`src/rtl/decoder_pkg.sv`:
```
// Shared types and helpers for the registered N-to-2^N decoder.
// The onehot helper decodes up to DEC_MAX_N select bits; callers truncate to their width.
package decoder_pkg;

    typedef enum logic [1:0] {
        IDLE   = 2'd0,
        DIRECT = 2'd1,
        SCAN   = 2'd2
    } state_t;

    localparam logic MODE_DIRECT = 1'b0;
    localparam logic MODE_SCAN   = 1'b1;

    localparam int DEC_MAX_N = 8;
    localparam int DEC_MAX_W = 2 ** DEC_MAX_N;

    function automatic logic [DEC_MAX_W-1:0] onehot(input logic [DEC_MAX_N-1:0] idx);
        logic [DEC_MAX_W-1:0] d;
        d      = '0;
        d[idx] = 1'b1;
        return d;
    endfunction

endpackage

```
`src/rtl/decoder_tick_gen.sv`:
```
// Scan-rate prescaler: counts 0..DIV-1 while run is high and flags the terminal count.
// With DIV=1 the counter is a constant zero, so tick simply follows run.
module decoder_tick_gen #(
    parameter int DIV = 4
) (
    input  logic clk,
    input  logic rst,
    input  logic clr,
    input  logic run,
    output logic tick
);

    localparam int PW = (DIV > 1) ? $clog2(DIV) : 1;
    localparam logic [PW-1:0] TERM = PW'(DIV - 1);

    logic [PW-1:0] pre_reg;

    always_ff @(posedge clk) begin
        if (rst || clr) begin
            pre_reg <= '0;
        end else if (run) begin
            pre_reg <= (pre_reg == TERM) ? '0 : pre_reg + 1'b1;
        end
    end

    assign tick = run && (pre_reg == TERM);

endmodule

```
`src/rtl/decoder_nto2n_seq.sv`:
```
// Registered N-to-2^N decoder with a DIRECT select path and a self-stepping SCAN mode.
// Outputs are computed from the state being entered, so every change is visible right after its edge.
module decoder_nto2n_seq
    import decoder_pkg::*;
#(
    parameter int N          = 3,
    parameter int SCAN_DIV   = 4,
    parameter int ACTIVE_LOW = 0
) (
    input  logic             clk,
    input  logic             rst,
    input  logic             en,
    input  logic             mode,
    input  logic [N-1:0]     sel,
    input  logic             load,
    output logic [2**N-1:0]  out,
    output logic [N-1:0]     idx,
    output logic             valid,
    output logic             wrap
);

    localparam int W = 2 ** N;
    localparam logic POL = (ACTIVE_LOW != 0);
    localparam logic [N-1:0] IDX_MAX = '1;

    state_t         state_reg, state_next;
    logic [N-1:0]   idx_reg, idx_next;
    logic [W-1:0]   out_reg, out_next;
    logic           valid_reg, valid_next;
    logic           wrap_reg, wrap_next;
    logic [W-1:0]   dec;
    logic           scan_entry, scan_run, tick_clr, tick;

    always_comb begin
        state_next = IDLE;
        if (en) begin
            state_next = (mode == MODE_SCAN) ? SCAN : DIRECT;
        end
    end

    // The prescaler only advances across consecutive SCAN cycles; entry or load restarts the dwell.
    assign scan_entry = (state_next == SCAN) && (state_reg != SCAN);
    assign scan_run   = (state_next == SCAN) && (state_reg == SCAN);
    assign tick_clr   = scan_entry || ((state_next == SCAN) && load);

    decoder_tick_gen #(
        .DIV (SCAN_DIV)
    ) u_tick_gen (
        .clk  (clk),
        .rst  (rst),
        .clr  (tick_clr),
        .run  (scan_run),
        .tick (tick)
    );

    always_comb begin
        idx_next   = idx_reg;
        valid_next = 1'b0;
        wrap_next  = 1'b0;
        case (state_next)
            DIRECT: begin
                idx_next   = sel;
                valid_next = 1'b1;
            end
            SCAN: begin
                valid_next = 1'b1;
                if (load) begin
                    idx_next = sel;
                end else if (tick) begin
                    idx_next  = idx_reg + 1'b1;
                    wrap_next = (idx_reg == IDX_MAX);
                end
            end
            default: ;
        endcase
    end

    assign dec = W'(onehot(DEC_MAX_N'(idx_next)));

    // Polarity is folded in before the register so out never glitches between polarities.
    genvar gi;
    generate
        for (gi = 0; gi < W; gi++) begin : g_out_bit
            assign out_next[gi] = valid_next ? (dec[gi] ^ POL) : POL;
        end
    endgenerate

    always_ff @(posedge clk) begin
        if (rst) begin
            state_reg <= IDLE;
            idx_reg   <= '0;
            out_reg   <= {W{POL}};
            valid_reg <= 1'b0;
            wrap_reg  <= 1'b0;
        end else begin
            state_reg <= state_next;
            idx_reg   <= idx_next;
            out_reg   <= out_next;
            valid_reg <= valid_next;
            wrap_reg  <= wrap_next;
        end
    end

    assign out   = out_reg;
    assign idx   = idx_reg;
    assign valid = valid_reg;
    assign wrap  = wrap_reg;

endmodule

```
`config.mk`:
```
export PLATFORM = sky130hd
export DESIGN_NAME = decoder_nto2n_seq
export DESIGN_NICKNAME = d
export VERILOG_FILES = /design/src/rtl/decoder_pkg.sv /design/src/rtl/decoder_tick_gen.sv /design/src/rtl/decoder_nto2n_seq.sv
export SDC_FILE = /design/constraint.sdc
export NUM_CORES = 1
export LEC_CHECK = 0
export ABC_AREA = 0
export CORE_ASPECT_RATIO = 1.1
export CORE_MARGIN = 2
export CORE_UTILIZATION = 35
export CTS_BUF_LIST = sky130_fd_sc_hd__clkbuf_2 sky130_fd_sc_hd__clkbuf_4 sky130_fd_sc_hd__clkbuf_8
export DETAILED_ROUTE_END_ITERATION = 10
export MAX_ROUTING_LAYER = met4
export PLACE_DENSITY = 0.68
export SETUP_SLACK_MARGIN = 0.2
export SYNTH_ARGS = -nofsm -noshare
export SYNTH_HDL_FRONTEND = slang
export SYNTH_SLANG_ARGS = --single-unit
```
`constraint.sdc`:
```
create_clock -name clk -period 1.7 [get_ports clk]
set_input_delay 0.255 -clock clk [delete_from_list [all_inputs] [get_ports clk]]
set_output_delay 0.255 -clock clk [all_outputs]
set_load 0.01 [all_outputs]
```
==> impl_metrics.ini <==
[critical_path]
critical_path.endpoint_type = register
r2r_setup_slack_ns = 0.09
r2r_cell_count = 6
worst_setup_path_type = register to register
startpoint_type = register
worst_ep_arrival_time_ns = 1.79
critPathRequiredTime_ns = 1.88
path_max_fanout = 4
crit-reg2reg-capture = out[4]
regToRegStartpoint = u_tick_gen.pre_reg[1]

[placement]
gp_congestion = 0.784
io_buffers = 20
half_perimeter_wire_length_of_the_detailed_placement_result_um = 1370
placed_cell_area_mm2 = 0.00107
placed_cells_incl_taps = 138

[synth]
synth_top_cell_by_area = sky130_fd_sc_hd__dfxtp_1
syn_inst = 75
synth-seq-cells = 17
synth_commonest_cells = 17 x sky130_fd_sc_hd__dfxtp_1, 8 x sky130_fd_sc_hd__nor2_1, 5 x sky130_fd_sc_hd__nor4_1, 5 x sky130_fd_sc_hd__o21ai_0
synth-async-reset-ratio_pct = 0
ys_types = 31
fraction_of_post_synthesis_cell_area_in_the_top_cell_type_by_area_pct = 47.3
synth.avg_cell_area_um2 = 9.59
postSynthNetCount = 86
synthesis.area_um2 = 719
synthesis.yosys.warnings = 0
yosys_most_used_dff = sky130_fd_sc_hd__dfxtp_1
yosys-top-cells-area = sky130_fd_sc_hd__dfxtp_1 47%, sky130_fd_sc_hd__ha_1 5.2%, sky130_fd_sc_hd__nor4_1 4.3%, sky130_fd_sc_hd__nor2_1 4.2%, sky130_fd_sc_hd__o21ai_0 3.5%
seq_area_frac_synth_pct = 47.3
yosysMostFrequentCell = sky130_fd_sc_hd__dfxtp_1
synth_enable_flop_cells = 0

[worst_hold_path]
min_to = state_reg[0]
worst_hold_path.num_cells = 3
hold_class = input pin to register
holdCritStartpoint = mode

[layout]
finalNonFillerCells = 149
multiInputGateArea_um2 = 533
finish.utilization_pct = 68.1
number_of_flip_flops_in_the_largest_register = 8
finalNetCount = 133
final.fill_count = 154
fin_area_mm2 = 0.00135
seq_area_um2 = 348
layout_cells_sized_above_1_pct = 47.1
layout-area-overhead-vs-synth_pct = 87.3
insertedDiodeCount = 0

[timing]
timing_max_transition_violations_final = 0
hold_viol = 0
tightestPinTransition_ns = 0.342
setup_total_negative_slack_ns = 0
min_period_over_period_pct = 94.7
final_critical_period_ns = 1.61
fmax_mhz = 621
finalSetupViolations = 0
rsz0062_at_grt = true
max_slew_headroom_pct = 77.2
skew_ns = 0.00786
worst_hold_slack_ns = 0.330

[global_route]
largest_net_degree_at_the_start_of_global_routing = 11
grt_pass1_wl_um = 2930
grt_antenna_before_repair = 0
globalRoute.totalOverflow = 0
groute.usage.overall_pct = 17.2
first_global_vias = 682

[route]
via_count = 760
drt-total-wl_um = 2100
drt_first_pass_iters = 4
routedWlPerCell_um = 14.1
via_per_inst = 5.10
final_antenna_net_count = 0
post_route_drc = 0
drc_violation_total_after_the_first_tritonroute_iteration = 11

[clock_network]
cts_tree = yes
path_clk_slew_ns = 0.11
cts-htree-levels = 1
cts-buffers-inserted = 3
clock_sinks = 17
cts_hold_repair.buffers = 0
cts-root-to-sink-buffers = 2
clk-insertion-delay-late_ns = 0.29
ctsRootBufferMaster = sky130_fd_sc_hd__clkbuf_4

[pwr]
irDropWorstVdd_mv = 0.483
power_per_cell_area_mw_per_mm2 = 624
power.leakage_nw = 0.569

[floorplanning]
die_w_um = 47.2
start_util_pct = 36.4
top_level_ports = 21
placement_rows = 17
fp.dieArea_mm2 = 0.00243
floorplan_die_height_um = 51.6
placeableCoreArea_mm2 = 0.00198

[status]
status = completed

[flow_run]
drv_cap = 0
[logic make-up after synthesis]
logic type	count (synthesis)	share of synthesized area, %
multiplexers	1	1.57
buffers and inverters	5	3.13
XOR/XNOR	1	1.22
flip-flops	17	47.3
adder cells (fa/ha/maj)	3	5.22
AND/OR/NAND/NOR	32	26.4
AO/OA/AOI/OAI	16	15.1
[layer usage]
| layer | wire [um] | GRT usage [%] | vias to the layer above |
|---|---|---|---|
| li1 | - | - | 371 |
| met1 | 891 | 21.3 | 368 |
| met2 | 1150 | 27.0 | 17 |
| met3 | 25 | 2.08 | 4 |
| met4 | 32 | 8.33 | 0 |
| met5 | 0 | - | - |
[repair_timing]
item                                    in CTS  in global routing
pin swaps                                    5                 12
resized for setup                           14                 31
endpoints found under the setup margin      16                 15
buffers inserted                             1                  6
[worst max path at each step]
stage / startpoint / end / slack, ns / cells after the start
2_1_floorplan: u_tick_gen.pre_reg[0] / out[0] / 0.21 / 5
3_3_place_gp: mode / out[3] / -0.22 / 6
3_5_place_dp: mode / out[2] / -0.26 / 6
4_1_cts: u_tick_gen.pre_reg[1] / out[0] / 0.11 / 6
5_1_grt: idx[1] / idx[2] / 0.02 / 5
6_report: u_tick_gen.pre_reg[1] / out[4] / 0.09 / 6
[worst max-delay path, stage by stage (launching register included)]
cell	delay, ns
sky130_fd_sc_hd__dfxtp_2	0.37
sky130_fd_sc_hd__ha_4	0.14
sky130_fd_sc_hd__nand3b_1	0.17
sky130_fd_sc_hd__buf_4	0.20
sky130_fd_sc_hd__nor4_4	0.24
sky130_fd_sc_hd__a211o_1	0.28
sky130_fd_sc_hd__nor3_1	0.09
[cell usage in the layout, fill, tap and decap left out, types with 2 or more instances in the layout]
cell type,n
sky130_fd_sc_hd__a22oi_1,2
sky130_fd_sc_hd__buf_4,21
sky130_fd_sc_hd__buf_6,2
sky130_fd_sc_hd__clkbuf_4,3
sky130_fd_sc_hd__clkdlybuf4s50_1,15
sky130_fd_sc_hd__dfxtp_1,13
sky130_fd_sc_hd__dfxtp_2,3
sky130_fd_sc_hd__dlymetal6s2s_1,4
sky130_fd_sc_hd__inv_1,4
sky130_fd_sc_hd__nand2b_1,3
sky130_fd_sc_hd__nor2_1,8
sky130_fd_sc_hd__nor3_1,2
sky130_fd_sc_hd__nor3_2,2
sky130_fd_sc_hd__nor4_2,3
sky130_fd_sc_hd__o21ai_1,2
sky130_fd_sc_hd__o21ai_2,2
[final cells by class]
cell class	count	area share, %
repair buffers	43	28.9
well taps	28	2.60
multi-input cells	53	39.6
flip-flops and latches	17	25.8
inverters	4	1.11
clock inverters	1	0.371
clock buffers	3	1.67
[metrics by stage]
stage | power [mW] | setup WS [ns]
after floorplan | 0.488 | 0.207
after global placement | 0.568 | -0.222
after detailed placement | 0.571 | -0.256
after CTS | 0.795 | 0.112
after global routing | 0.888 | 0.0248
final | 0.841 | 0.0903
[report_power, final]
group / switching [mW] / internal, mW / leakage (nW)
logic: 0.0961 / 0.107 / 0.411
registers: 0.00736 / 0.411 / 0.141
clock network: 0.133 / 0.0875 / 0.0177
total: 0.236 / 0.605 / 0.569
(Power assumes the default switching activity.)
